[src/rtl/argmax_sched_pkg.sv]
// Shared types and sizing helpers for the chunked argmax scheduler.
package argmax_sched_pkg;

  // Default geometry: 32 elements of 8 bits, streamed as 8 chunks of 4.
  localparam int DEF_S = 5;
  localparam int DEF_M = 8;
  localparam int DEF_P = 2;

  // Scheduler control states; the encoding is fixed at 2 bits.
  typedef enum logic [1:0] {
    ST_IDLE = 2'd0,
    ST_RUN  = 2'd1,
    ST_DONE = 2'd2
  } state_t;

  // Number of chunks needed to cover 2**s elements, 2**p at a time.
  function automatic int chunk_count(input int s, input int p);
    return 2 ** (s - p);
  endfunction

  // Width of the chunk counter; kept at least one bit for the single-chunk case.
  function automatic int cnt_width(input int s, input int p);
    return (s > p) ? (s - p) : 1;
  endfunction

  // Width of the in-chunk index; kept at least one bit for the bypass case.
  function automatic int cind_width(input int p);
    return (p > 0) ? p : 1;
  endfunction

  // Width of one chunk bus in bits.
  function automatic int chunk_bits(input int p, input int m);
    return (2 ** p) * m;
  endfunction

endpackage

[src/rtl/argmax_sched_argmax.sv]
// Combinational argmax over 2**S unsigned M-bit values; ties go to the lowest index.
module argmax #(
  parameter int S = 2,
  parameter int M = 8
) (
  input  logic [(2**S)*M-1:0] i_data,
  output logic [M-1:0]        o_max,
  output logic [S-1:0]        o_ind
);

  localparam int N = 2 ** S;

  logic [M-1:0] w_elem [N];

  genvar gi;
  generate
    for (gi = 0; gi < N; gi++) begin : g_unpack
      assign w_elem[gi] = i_data[gi*M +: M];
    end
  endgenerate

  // Linear scan with strict compare so the first occurrence of the maximum wins.
  always_comb begin
    o_max = w_elem[0];
    o_ind = '0;
    for (int k = 1; k < N; k++) begin
      if (w_elem[k] > o_max) begin
        o_max = w_elem[k];
        o_ind = S'(k);
      end
    end
  end

endmodule

[src/rtl/argmax_sched.sv]
// Streams 2**S values as 2**(S-P) chunks through one shared argmax and keeps
// a running maximum plus its global index.
module argmax_sched
  import argmax_sched_pkg::*;
#(
  parameter int S = DEF_S,
  parameter int M = DEF_M,
  parameter int P = DEF_P
) (
  input  logic                 clk,
  input  logic                 rst,
  input  logic                 start,
  input  logic                 clear,
  input  logic                 in_valid,
  output logic                 in_ready,
  input  logic [(2**P)*M-1:0]  in_data,
  output logic                 out_valid,
  input  logic                 out_ready,
  output logic [M-1:0]         max,
  output logic [S-1:0]         ind,
  output logic                 busy
);

  localparam int NCHUNK = chunk_count(S, P);
  localparam int CW     = cnt_width(S, P);
  localparam int CIW    = cind_width(P);
  localparam logic [CW-1:0] CNT_ONE  = CW'(1);
  localparam logic [CW-1:0] CNT_LAST = CW'(NCHUNK - 1);

  state_t         r_state;
  logic [CW-1:0]  r_cnt;
  logic           r_first;
  logic [M-1:0]   r_max;
  logic [S-1:0]   r_ind;
  logic           r_in_ready;
  logic           r_out_valid;
  logic           r_busy;

  logic [M-1:0]   w_cmax;
  logic [CIW-1:0] w_cind;
  logic [S-1:0]   w_cand_ind;

  // Chunk reduction: a single-element chunk needs no comparator at all.
  generate
    if (P == 0) begin : g_bypass
      assign w_cmax     = in_data;
      assign w_cind     = '0;
      assign w_cand_ind = r_cnt;
    end else begin : g_core
      argmax #(.S(P), .M(M)) u_argmax (
        .i_data (in_data),
        .o_max  (w_cmax),
        .o_ind  (w_cind)
      );
      if (P == S) begin : g_single
        assign w_cand_ind = w_cind;
      end else begin : g_multi
        assign w_cand_ind = {r_cnt, w_cind};
      end
    end
  endgenerate

  // Control FSM with the running max/index and registered handshake outputs.
  always_ff @(posedge clk or negedge rst) begin
    if (!rst) begin
      r_state     <= ST_IDLE;
      r_cnt       <= '0;
      r_first     <= 1'b0;
      r_max       <= '0;
      r_ind       <= '0;
      r_in_ready  <= 1'b0;
      r_out_valid <= 1'b0;
      r_busy      <= 1'b0;
    end else if (clear) begin
      r_state     <= ST_IDLE;
      r_cnt       <= '0;
      r_first     <= 1'b0;
      r_max       <= '0;
      r_ind       <= '0;
      r_in_ready  <= 1'b0;
      r_out_valid <= 1'b0;
      r_busy      <= 1'b0;
    end else begin
      case (r_state)
        ST_IDLE: begin
          if (start) begin
            r_state    <= ST_RUN;
            r_cnt      <= '0;
            r_first    <= 1'b1;
            r_in_ready <= 1'b1;
            r_busy     <= 1'b1;
          end
        end
        ST_RUN: begin
          if (in_valid) begin
            // Strict compare across chunks keeps the earlier chunk on ties.
            if (r_first || (w_cmax > r_max)) begin
              r_max <= w_cmax;
              r_ind <= w_cand_ind;
            end
            r_first <= 1'b0;
            r_cnt   <= r_cnt + CNT_ONE;
            if (r_cnt == CNT_LAST) begin
              r_state     <= ST_DONE;
              r_in_ready  <= 1'b0;
              r_busy      <= 1'b0;
              r_out_valid <= 1'b1;
            end
          end
        end
        ST_DONE: begin
          if (out_ready) begin
            r_state     <= ST_IDLE;
            r_out_valid <= 1'b0;
          end
        end
        default: begin
          r_state     <= ST_IDLE;
          r_in_ready  <= 1'b0;
          r_out_valid <= 1'b0;
          r_busy      <= 1'b0;
        end
      endcase
    end
  end

  assign in_ready  = r_in_ready;
  assign out_valid = r_out_valid;
  assign busy      = r_busy;
  assign max       = r_max;
  assign ind       = r_ind;

endmodule

[config.mk]
export PLATFORM = sky130hd
export DESIGN_NAME = argmax_sched
export DESIGN_NICKNAME = d
export VERILOG_FILES = /design/src/rtl/argmax_sched_pkg.sv /design/src/rtl/argmax_sched_argmax.sv /design/src/rtl/argmax_sched.sv
export SDC_FILE = /design/constraint.sdc
export NUM_CORES = 1
export LEC_CHECK = 0
export BUFFER_PORTS_ARGS = -buffer_cell sky130_fd_sc_hd__buf_2
export CAP_MARGIN = 25
export CORE_ASPECT_RATIO = 0.9
export CORE_MARGIN = 3
export CORE_UTILIZATION = 40
export DETAILED_ROUTE_END_ITERATION = 8
export PLACE_DENSITY = 0.63
export SYNTH_ARGS = -nofsm -noshare
export SYNTH_HDL_FRONTEND = slang
export SYNTH_SLANG_ARGS = --single-unit
[constraint.sdc]
create_clock -name clk -period 3.45 [get_ports clk]
set_clock_uncertainty 0.1 [all_clocks]
set_input_delay 0.5175 -clock clk [delete_from_list [all_inputs] [get_ports clk]]
set_output_delay 0.5175 -clock clk [all_outputs]
set_load 0.02 [all_outputs]
# Word-level counts from Yosys, hierarchy flattened
# Cells that the tools add are included.
[word_totals]
in_bits = 38
out_inout_bits = 16
elab_cells = 69
regBits = 21
[op_classes]
n_addsub = 1
n_mux = 37
order_cmp = 4
n_eq_ne = 9
reduce_logical = 11
[ops]
columns = ["cell", "count"]
rows = [
  ["$mux W8", 7],
  ["$gt A8 B8 Y1", 4],
  ["$mux W5", 4],
  ["$mux W2", 7],
  ["$ne A3 B3 Y1 const B", 4],
  ["$reduce_and A4 Y1", 3],
  ["$mux W1", 11],
  ["$mux W3", 3],
  ["$pmux W1 S3", 2],
  ["$pmux W2 S3", 1],
  ["$pmux W3 S2", 1],
  ["$reduce_and A3 Y1", 2],
  ["$reduce_bool A2 Y1", 3],
  ["$ne A2 B2 Y1 const B", 2],
  ["$add A3 B1 Y3 const B", 1],
  ["$eq A3 B3 Y1 const B", 1],
  ["$reduce_bool A3 Y1", 1],
  ["$eq A2 B1 Y1 const B", 1],
  ["$eq A2 B2 Y1 const B", 1],
  ["$logic_not A2 Y1", 1],
  ["$pmux W1 S2", 1],
  ["$logic_or A1 B1 Y1", 1],
]

# Longest topological paths before layout
# Gate-level depths: netlist of the first run.
[logic_depth]
depth_word = 12
depth_mapped = 33
mapped_depth_nobuf = 28

# By module
# Synthesis of the first run repeated with hierarchy kept, for this count alone.
[unflattened]
hier_cells = 288
hier_area_um2 = 2323.5
[by_module_without_submodules]
columns = ["module", "seq_area_each_um2", "cells_per_inst", "area_per_inst_um2", "instances"]
rows = [
  ["argmax_sched", 525.5, 146, 1325.0, 1],
  ["argmax", 0.0, 142, 998.5, 1],
]

# Least setup slack after synthesis of the first run
# No wires, ideal clock.
[synth_path]
kind = "input-to-reg"
startpoint = "in in_data[1]"
endpoint = "reg r_max[0], in the netlist max[0]"
cell_stages = 33
path_buffers = 5
slack_ps = -2945
setup_time_ps = 95
t_required_ps = 3255
t_arrival_ps = 6200
cell_sequence = "inv_1 ha_1 nor2b_1 o211ai_1 a211oi_4 or2_1 buf_6 buf_8 a21oi_1 ha_1 a211o_1 o211ai_1 a31oi_1 and2_1 buf_2 a211oi_2 o21bai_1 ha_1 nor2b_1 o211a_1 o21ai_1 nand2_1 clkbuf_1 nand2_1 o21ai_0 ha_1 a21oi_1 a21boi_0 or4_1 o22ai_1 buf_2 a32oi_1 o31ai_1"
[synth_via]
elab_chain_cells = 10
word_cells_on_any_way = 14
classes_between = "order compare (4); mux (7); reduce/logical (3)"
[synth_rtl]
columns = ["element", "line_no", "rtl"]
rows = [
  ["from (decl)", "argmax_sched.sv:16", "input logic [(2**P)*M-1:0] in_data,"],
  ["$gt A8 B8 Y1", "argmax_sched_argmax.sv:27", "if (w_elem[k] > o_max) begin"],
  ["$mux W8 *", "argmax_sched_argmax.sv:27", ""],
  ["$gt A8 B8 Y1", "argmax_sched_argmax.sv:27", ""],
  ["$mux W8 *", "argmax_sched_argmax.sv:27", ""],
  ["$gt A8 B8 Y1", "argmax_sched_argmax.sv:27", ""],
  ["$mux W8 *", "argmax_sched_argmax.sv:27", ""],
  ["$gt A8 B8 Y1 / $mux W8 (equally long branches)", "argmax_sched.sv:97", "if (r_first || (w_cmax > r_max)) begin"],
  ["$logic_or A1 B1 Y1 / $mux W8 (equally long branches)", "argmax_sched.sv:97, argmax_sched.sv:95", ""],
  ["$reduce_bool A2 Y1 (no source line) / $mux W8 (equally long branches)", "--", ""],
  ["$reduce_and A3 Y1 (no source line) / $mux W8 (equally long branches)", "--", ""],
  ["to (signal assigned)", "argmax_sched.sv:98", "r_max <= w_cmax;"],
  ["to (decl)", "argmax_sched.sv:33", "logic [M-1:0] r_max;"],
]
# Every way passes the cells marked *; elsewhere a longest branch is shown, timed or not. The select of a mux whose other input is x is not followed.
# A chain may end at the register's enable or synchronous reset.

# Worst setup path in the final report of the first run
[layout_path]
startpoint = "in in_data[14]"
endpoint = "reg r_max[3], in the netlist max[3]"
# The elaborated chain is that of the path after synthesis.

==> results_tabular.tex, run 1 <==
\begin{tabular}{lr}
\hline
Metric & Value \\
\hline
\multicolumn{2}{l}{\textbf{Run}} \\
Max-capacitance violation count & 0 \\
\multicolumn{2}{l}{\textbf{STA}} \\
Total of endpoints with negative setup slack in the final report & 13 \\
Post-route minimum period & slightly above 6000 ps \\
Headroom to the max-slew limit & 0.679 \\
Number of max-slew violations in the final report & 0 \\
Setup repair after global routing missed its margin & true \\
Transition time at the pin with the least slew margin & slightly below 500 ps \\
Number of failing hold endpoints at the final stage & 0 \\
Max Clock Freq & 165 MHz \\
Total Negative Setup Slacks & -33,080 ps \\
Fin worst setup slack & -2590 ps \\
Period utilisation layout & 1.75 \\
Final hold slack & 98.9 ps \\
\multicolumn{2}{l}{\textbf{Placement}} \\
Sum of net half-perimeters after detailed placement & 5.42 mm \\
Area post-placement & approximately 3100 um2 \\
Count of input and output buffers & between 50 and 60 \\
RePlAce Congestion & 0.846 \\
Worst slack at placement & -3370 ps \\
Placed Instances & around 440 \\
\multicolumn{2}{l}{\textbf{Setup path}} \\
Most repeated library cell on the critical path & sky130\_fd\_sc\_hd\_\_ha\_1 \\
Delay of the slowest cell on the worst path & 340 ps \\
Buffering stage count on the worst path with inverters included & 2 \\
Startpoint kind of the worst setup timing path & primary input \\
Arrival time at the worst endpoint & just over 6000 ps \\
Maximum fanout along the worst path & 5 \\
Critical Setup Path Class & primary input to flop \\
Required time at the endpoint of the critical path & roughly 3500 ps \\
Capturing element type of the critical path & flop \\
Cell family with the largest share of critical-path delay & compound AO/OA/AOI/OAI gates \\
Slowest cell on the critical path & sky130\_fd\_sc\_hd\_\_ha\_1 \\
\multicolumn{2}{l}{\textbf{GRT}} \\
Global Route Usage Sum & 0.234 \\
Total grt overflow & 0 \\
Pin count of the biggest net entering global routing & 22 \\
Via count of the first global-routing pass & 2,645 \\
Global-route wire length before repair & between 10 and 15 mm \\
Number of antenna violations at the first check in global routing & 0 \\
\multicolumn{2}{l}{\textbf{Route}} \\
Drt pass-1 iters & 4 \\
Number of DRC violations after detailed-routing iteration 0 & $\sim$150 \\
Count of nets left with antenna violations after detail routing & 0 \\
Number of vias per cell & 5.71 \\
WL/cell & about 17 um \\
DRC viols & 0 \\
Number of vias after detailed routing & 2,689 \\
Routed wire length & roughly 8.1 mm \\
\multicolumn{2}{l}{\textbf{Floorplan}} \\
Number of cell rows & 24 \\
Overall die area & around 6400 um2 \\
Horizontal extent of the die & between 80 and 90 um \\
Vertical die dimension & between 70 and 80 um \\
IO Pins & 54 \\
Area of the core & 5070 um2 \\
Initial core utilization & 0.433 \\
\multicolumn{2}{l}{\textbf{Synthesis}} \\
Most common cell in the synthesized netlist & sky130\_fd\_sc\_hd\_\_ha\_1 \\
Largest cells by area after synthesis & sky130\_fd\_sc\_hd\_\_dfrtp\_1 24\%, sky130\_fd\_sc\_hd\_\_ha\_1 19\%, sky130\_fd\_sc\_hd\_\_a21oi\_1 5.0\% \\
EDFF count, synth & 0 \\
Post-Syn Area & around 2200 um2 \\
Top cells by instance count after synthesis & 34 x sky130\_fd\_sc\_hd\_\_ha\_1, 22 x sky130\_fd\_sc\_hd\_\_a21oi\_1, 22 x sky130\_fd\_sc\_hd\_\_inv\_1 \\
Biggest area consumer among synthesized cells & sky130\_fd\_sc\_hd\_\_dfrtp\_1 \\
Syn Nets & between 300 and 400 \\
Flip-flop and latch count after synthesis & 21 \\
Sequential area share after synthesis & 0.239 \\
Most common flop cell mapped by yosys & sky130\_fd\_sc\_hd\_\_dfrtp\_1 \\
Gate count of the mapped netlist & roughly 250 \\
Avg Synthesized Cell Area & between 8 and 9 um2 \\
Distinct cell type count after synthesis & 53 \\
FFs w/ async S/R, synth & 1.00 \\
Total of warnings raised by yosys & 0 \\
Top-area cell type share of the netlist area & 0.239 \\
\multicolumn{2}{l}{\textbf{Worst hold path}} \\
Class of the tightest hold or removal check & primary input to async pin \\
\multicolumn{2}{l}{\textbf{Clock tree}} \\
Total of hold buffers inserted after clock tree synthesis & 0 \\
H-tree depth & 1 \\
Maximum root-to-sink buffer count & 2 \\
Root Buffer & sky130\_fd\_sc\_hd\_\_clkbuf\_8 \\
Clock Pin Slew Worst Setup and Hold Paths & around 80 ps \\
Clk\_lat worst skew & approximately 260 ps \\
Cts bufs inserted & 3 \\
Number of clock sinks & 21 \\
Clock tree from TritonCTS & built \\
\multicolumn{2}{l}{\textbf{Power}} \\
Overall power & approximately 1.8 mW \\
Pwr Density & between 400 and 500 nW/um2 \\
Worst ir drop on vdd & approximately 0.00032 V \\
Leakage & between 1.5 and 2 nW \\
\multicolumn{2}{l}{\textbf{Layout}} \\
Signed area change from the synthesized netlist to the final layout & 69.2\% \\
Antenna diode instance count & 0 \\
Fraction of the core area covered by cells at the end of the flow & 0.732 \\
Final Net Count & $\sim$480 \\
Final Non-Filler Cells & approximately 470 \\
Cell area after layout & between 3000 and 4000 um2 \\
Fraction of final layout cells sized beyond drive strength 1 & 0.557 \\
\multicolumn{2}{l}{\textbf{Run status}} \\
Violations in the final reports & negative setup slack \\
Outcome & complete, but fails checks \\
\hline
\end{tabular}
## logic make-up after synthesis
group / share of synthesized area
flops: 0.239
compound gates: 0.341
buf+inv: 0.0712
simple gates: 0.151
mux: 0.00456
fa+ha+maj: 0.194
## cell usage in the layout (no fill, tap or decap), types with 6 or more instances in the layout
master                     netlist  layout
sky130_fd_sc_hd__buf_4           1      94
sky130_fd_sc_hd__buf_2           5      49
sky130_fd_sc_hd__ha_1           34      27
sky130_fd_sc_hd__dfrtp_1        21      21
sky130_fd_sc_hd__a21oi_1        22      17
sky130_fd_sc_hd__inv_1          22      14
sky130_fd_sc_hd__buf_6           1      12
sky130_fd_sc_hd__nand2_1        16      11
sky130_fd_sc_hd__nor2_1         10      10
sky130_fd_sc_hd__nand4_1         8       8
sky130_fd_sc_hd__o21ai_1         2       8
sky130_fd_sc_hd__a32oi_1         8       8
sky130_fd_sc_hd__o31ai_1         8       8
sky130_fd_sc_hd__inv_2           0       7
sky130_fd_sc_hd__o21ai_0        21       7
sky130_fd_sc_hd__o21ai_2         0       7
sky130_fd_sc_hd__ha_4            0       7
sky130_fd_sc_hd__o21bai_1        7       6
## worst register-to-register path, cell delays in order (launching register included)
cell and delay (ps):
sky130_fd_sc_hd__dfrtp_1 390, sky130_fd_sc_hd__inv_1 60, sky130_fd_sc_hd__ha_1 340, sky130_fd_sc_hd__nand4_1 180, sky130_fd_sc_hd__o31a_1 340, sky130_fd_sc_hd__and2_4 180, sky130_fd_sc_hd__o41a_1 210, sky130_fd_sc_hd__a32oi_1 270
sky130_fd_sc_hd__o31ai_1 110
## state kept, by name, summed over array words and instances, names as in the netlist
register	cells
max	8
ind	5
r_cnt	3
r_state	2
busy	1
out_valid	1
r_first	1
## cell type report
cell class / count / area (um2)
Clock buffer: 3 / 41.3
Clock inverter: 1 / 5.00
Fill cell: 346 / 1360
Inverter: 22 / 95.1
Multi-Input combinational cell: 203 / 1870
Sequential cell: 21 / 526
Tap cell: 65 / 81.3
Timing Repair Buffer: 156 / 1100
## power by group
| part | internal (mW) | switching (mW) | leakage, nW |
|---|---|---|---|
| Sequential | 0.272 | 0.0246 | 0.287 |
| Combinational | 0.668 | 0.675 | 1.48 |
| Clock | 0.0805 | 0.0840 | 0.0255 |
| Total | 1.02 | 0.784 | 1.79 |
## worst paths after layout
| check | startpoint | endpoint | slack (ps) | cells past startpoint |
|---|---|---|---|---|
| setup reg to reg | max[6]$_DFFE_PN0P_ | max[3]$_DFFE_PN0P_ | 1140 | 8 |
| hold reg to reg | ind[0]$_DFFE_PN0P_ | ind[0]$_DFFE_PN0P_ | 400 | 2 |
| hold / removal | rst | busy$_DFFE_PN0P_ | 100 | 1 |
| setup / recovery | in_data[14] | max[3]$_DFFE_PN0P_ | -2590 | 29 |
| min in group clk | ind[0]$_DFFE_PN0P_ | ind[0]$_DFFE_PN0P_ | 400 | 2 |
| max in group asynchronous | rst | max[7]$_DFFE_PN0P_ | 2810 | 1 |
## repair_timing
item	CTS	global route
setup endpoints to repair	13	13
buffers inserted	14	8
pin swaps	24	14
gates resized for setup	59	28
hold endpoints to repair	0	0
gates cloned	4	2
## routing by layer
layer | global-route usage | vias up | routed length (um)
met2 | 0.345 | 109 | 3590
met5 | 0 | - | 0
met4 | 0.0305 | 0 | 59
met3 | 0.0508 | 10 | 622
met1 | 0.354 | 1284 | 3840
li1 | - | 1286 | -
Power figures use the tool's default switching activity.
==> run 2: changes to the inputs <==
--- a/config.mk
+++ b/config.mk
@@ -7,10 +7,11 @@
 export LEC_CHECK = 0
 export BUFFER_PORTS_ARGS = -buffer_cell sky130_fd_sc_hd__buf_2
 export CAP_MARGIN = 25
-export CORE_ASPECT_RATIO = 0.9
+export CORE_ASPECT_RATIO = 0.8
 export CORE_MARGIN = 3
 export CORE_UTILIZATION = 40
 export DETAILED_ROUTE_END_ITERATION = 8
+export MAX_ROUTING_LAYER = met4
 export PLACE_DENSITY = 0.63
 export SYNTH_ARGS = -nofsm -noshare
 export SYNTH_HDL_FRONTEND = slang
==> results_tabular.tex, run 2 (synthesis gave the netlist of run 1 again) <==
\begin{tabular}{lr}
\hline
Metric & Value \\
\hline
\multicolumn{2}{l}{\textbf{Run status}} \\
Outcome & complete, but fails checks (unchanged) \\
Violations in the final reports & negative setup slack (unchanged) \\
\multicolumn{2}{l}{\textbf{Layout}} \\
\# fillers & 377 (was 346) \\
Leading cell types in the layout, fill and taps excluded & 93 x sky130\_fd\_sc\_hd\_\_buf\_4, 45 x sky130\_fd\_sc\_hd\_\_buf\_2, 25 x sky130\_fd\_sc\_hd\_\_ha\_1, 21 x sky130\_fd\_sc\_hd\_\_dfrtp\_1, 18 x sky130\_fd\_sc\_hd\_\_inv\_1 (was 94 x sky130\_fd\_sc\_hd\_\_buf\_4, 49 x sky130\_fd\_sc\_hd\_\_buf\_2, 27 x sky130\_fd\_sc\_hd\_\_ha\_1, 21 x sky130\_fd\_sc\_hd\_\_dfrtp\_1, 17 x sky130\_fd\_sc\_hd\_\_a21oi\_1) \\
Flip-flop count of the largest register, all copies and words added & 8 (unchanged) \\
Fraction of final layout cells sized beyond drive strength 1 & 0.553 (was 0.557) \\
Signed area change from the synthesized netlist to the final layout & 71.8\% (was 69.2\%) \\
Commonest non-fill, non-tap cell in the layout & sky130\_fd\_sc\_hd\_\_buf\_4 (unchanged) \\
Antenna diode instance count & 0 (unchanged) \\
Final Net Count & 476 (was 479) \\
\multicolumn{2}{l}{\textbf{Clock tree}} \\
Clock tree from TritonCTS & built (unchanged) \\
Maximum root-to-sink buffer count & 2 (unchanged) \\
Root Buffer & sky130\_fd\_sc\_hd\_\_clkbuf\_8 (unchanged) \\
Cts bufs inserted & 3 (unchanged) \\
Clock Pin Slew Worst Setup and Hold Paths & 80 ps (about the same) \\
Total of hold buffers inserted after clock tree synthesis & 0 (unchanged) \\
Clk\_lat worst skew & 270 ps (was 260 ps) \\
H-tree depth & 1 (unchanged) \\
Number of clock sinks & 21 (unchanged) \\
\multicolumn{2}{l}{\textbf{Setup path}} \\
Startpoint kind of the worst setup timing path & primary input (unchanged) \\
Critical Setup Path Class & primary input to flop (unchanged) \\
Arrival time at the worst endpoint & 6360 ps (was 6080 ps) \\
Maximum fanout along the worst path & 8 (was 5) \\
Worst setup startpoint & in\_data[1] (was in\_data[14]) \\
Slowest cell on the critical path & sky130\_fd\_sc\_hd\_\_o211ai\_1 (was sky130\_fd\_sc\_hd\_\_ha\_1) \\
Required time at the endpoint of the critical path & 3500 ps (was 3490 ps) \\
Capturing element type of the critical path & flop (unchanged) \\
Delay of the slowest cell on the worst path & 340 ps (about the same) \\
Crit Reg-Reg Startpoint & max[1]\$\_DFFE\_PN0P\_ (was max[6]\$\_DFFE\_PN0P\_) \\
\multicolumn{2}{l}{\textbf{Route}} \\
WL/cell & 17.8 um (was 17.2 um) \\
Count of nets left with antenna violations after detail routing & 0 (unchanged) \\
Drt pass-1 iters & 4 (unchanged) \\
Routed wire length & 8.26 mm (was 8.11 mm) \\
Number of DRC violations after detailed-routing iteration 0 & 218 (was 146) \\
Number of vias after detailed routing & 2,652 (was 2,689) \\
Number of vias per cell & 5.70 (was 5.71) \\
DRC viols & 0 (unchanged) \\
\multicolumn{2}{l}{\textbf{GRT}} \\
Global-route wire length before repair & 12.2 mm (was 12.6 mm) \\
Number of antenna violations at the first check in global routing & 0 (unchanged) \\
Global Route Usage Sum & 0.248 (was 0.234) \\
Total grt overflow & 0 (unchanged) \\
Via count of the first global-routing pass & 2,591 (was 2,645) \\
Pin count of the biggest net entering global routing & 22 (unchanged) \\
\multicolumn{2}{l}{\textbf{Power}} \\
Worst ir drop on vdd & 0.000353 V (was 0.000317 V) \\
Flop pwr share & 0.160 (was 0.164) \\
Total internal power & 1.06 mW (was 1.02 mW) \\
Pwr Density & 496 nW/um2 (was 485 nW/um2) \\
Psw & 0.810 mW (was 0.784 mW) \\
Sw Ratio & 0.433 (was 0.435) \\
Comb power frac & 0.749 (was 0.744) \\
Share of total power in the clock network & 0.091 (about the same) \\
Leakage & 1.83 nW (was 1.79 nW) \\
\multicolumn{2}{l}{\textbf{STA}} \\
Total Negative Setup Slacks & -36,190 ps (was -33,080 ps) \\
Period utilisation layout & 1.83 (was 1.75) \\
Setup repair after global routing missed its margin & true (unchanged) \\
Final hold slack & 103 ps (was 98.9 ps) \\
Headroom to the max-slew limit & 0.667 (was 0.679) \\
Fin worst setup slack & -2860 ps (was -2590 ps) \\
Number of max-slew violations in the final report & 0 (unchanged) \\
Total of endpoints with negative setup slack in the final report & 13 (unchanged) \\
Max Clock Freq & 158 MHz (was 165 MHz) \\
Post-route minimum period & 6310 ps (was 6040 ps) \\
Transition time at the pin with the least slew margin & 499 ps (was 481 ps) \\
Number of failing hold endpoints at the final stage & 0 (unchanged) \\
\multicolumn{2}{l}{\textbf{Floorplan}} \\
Area of the core & 5150 um2 (was 5070 um2) \\
Number of cell rows & 23 (was 24) \\
Vertical die dimension & 72.3 um (was 76.3 um) \\
Horizontal extent of the die & 88.9 um (was 84.1 um) \\
IO Pins & 54 (unchanged) \\
Initial core utilization & 0.427 (was 0.433) \\
Overall die area & 6420 um2 (about the same) \\
\multicolumn{2}{l}{\textbf{Worst hold path}} \\
Class of the tightest hold or removal check & primary input to async pin (unchanged) \\
\multicolumn{2}{l}{\textbf{Run}} \\
Max-capacitance violation count & 0 (unchanged) \\
\multicolumn{2}{l}{\textbf{Placement}} \\
RePlAce Congestion & 0.914 (was 0.846) \\
Sum of net half-perimeters after detailed placement & 5.33 mm (was 5.42 mm) \\
Count of input and output buffers & 53 (unchanged) \\
\hline
\end{tabular}
-- run 2: cell types whose count changed in the layout (fill, tap and decap cells not counted), moves of 3 or more --
| cell | delta |
|---|---|
| sky130_fd_sc_hd__nand2_1 | +3 |
| sky130_fd_sc_hd__o21ai_1 | +3 |
| sky130_fd_sc_hd__buf_6 | +4 |
| sky130_fd_sc_hd__nor3_1 | +4 |
| sky130_fd_sc_hd__a32oi_1 | -4 |
| sky130_fd_sc_hd__nor3_2 | -3 |
| sky130_fd_sc_hd__inv_1 | +4 |
| sky130_fd_sc_hd__inv_2 | -4 |
| sky130_fd_sc_hd__buf_2 | -4 |
| sky130_fd_sc_hd__a32oi_2 | +4 |
| sky130_fd_sc_hd__nand2_2 | -3 |
-- run 2: cell type report --
type | count | area, um2 | area share
repair buffers | 157 | 1150 | 0.306
well taps | 62 | 77.6 | 0.0206
multi-input cells | 199 | 1880 | 0.497
clock buffers | 3 | 41.3 | 0.0109
inverters | 22 | 95.1 | 0.0252
clock inverters | 1 | 5.00 | 0.00133
flip-flops and latches | 21 | 526 | 0.139
-- run 2: repair_timing --
item,in CTS,in global routing
setup buffers,12,9
endpoints found under the setup margin,13,13
pin swaps,28,29
endpoints found under the hold margin,0,0
resized for setup,51,42
-- run 2: metrics by stage --
stage	utilization	area (um2)	power (mW)	setup slack, ps	std cells
after floorplan	-	2290	0.867	-2730	254
after CTS	0.680	3500	1.57	-2450	456
after detailed placement	0.612	3150	1.27	-3260	440
after global routing	0.733	3770	1.98	-3080	465
after global placement	0.612	3150	1.25	-3070	440
final	0.733	3770	1.87	-2860	465
-- run 2: routing by layer --
| metal | track usage | vias to the layer above | routed length (um) |
|---|---|---|---|
| li1 | - | 1275 | - |
| met2 | 0.397 | 108 | 3960 |
| met3 | 0.0352 | 14 | 422 |
| met4 | 0.0453 | 0 | 157 |
| met1 | 0.337 | 1255 | 3720 |
| met5 | - | - | 0 |
-- run 2: critical path, delay by kind of cell --
kind	cells	cell delay, ps
and+or+nand+nor	10	1460
buffers and inverters	9	1150
AOI/OAI and AO/OA	12	2100
adders and majority gates	4	1100
-- run 2: worst paths after layout --
path | to | slack [ps] | cells past startpoint
max | max[1]$_DFFE_PN0P_ | -2860 | 35
min in group clk | ind[1]$_DFFE_PN0P_ | 400 | 2
min | r_cnt[2]$_DFFE_PN0P_ | 100 | 1
max reg2reg | max[1]$_DFFE_PN0P_ | 1080 | 9
min reg2reg | ind[1]$_DFFE_PN0P_ | 400 | 2
max in group asynchronous | max[7]$_DFFE_PN0P_ | 2810 | 1
-- run 2: power by group through the flow --
stage / Clock, mW / Sequential (mW) / Combinational, mW
4_1_cts: 0.172 / 0.296 / 1.10
3_5_place_dp: 0 / 0.301 / 0.968
6_report: 0.171 / 0.299 / 1.40
5_1_grt: 0.181 / 0.303 / 1.50
3_3_place_gp: 0 / 0.300 / 0.948
2_1_floorplan: 0 / 0.324 / 0.542
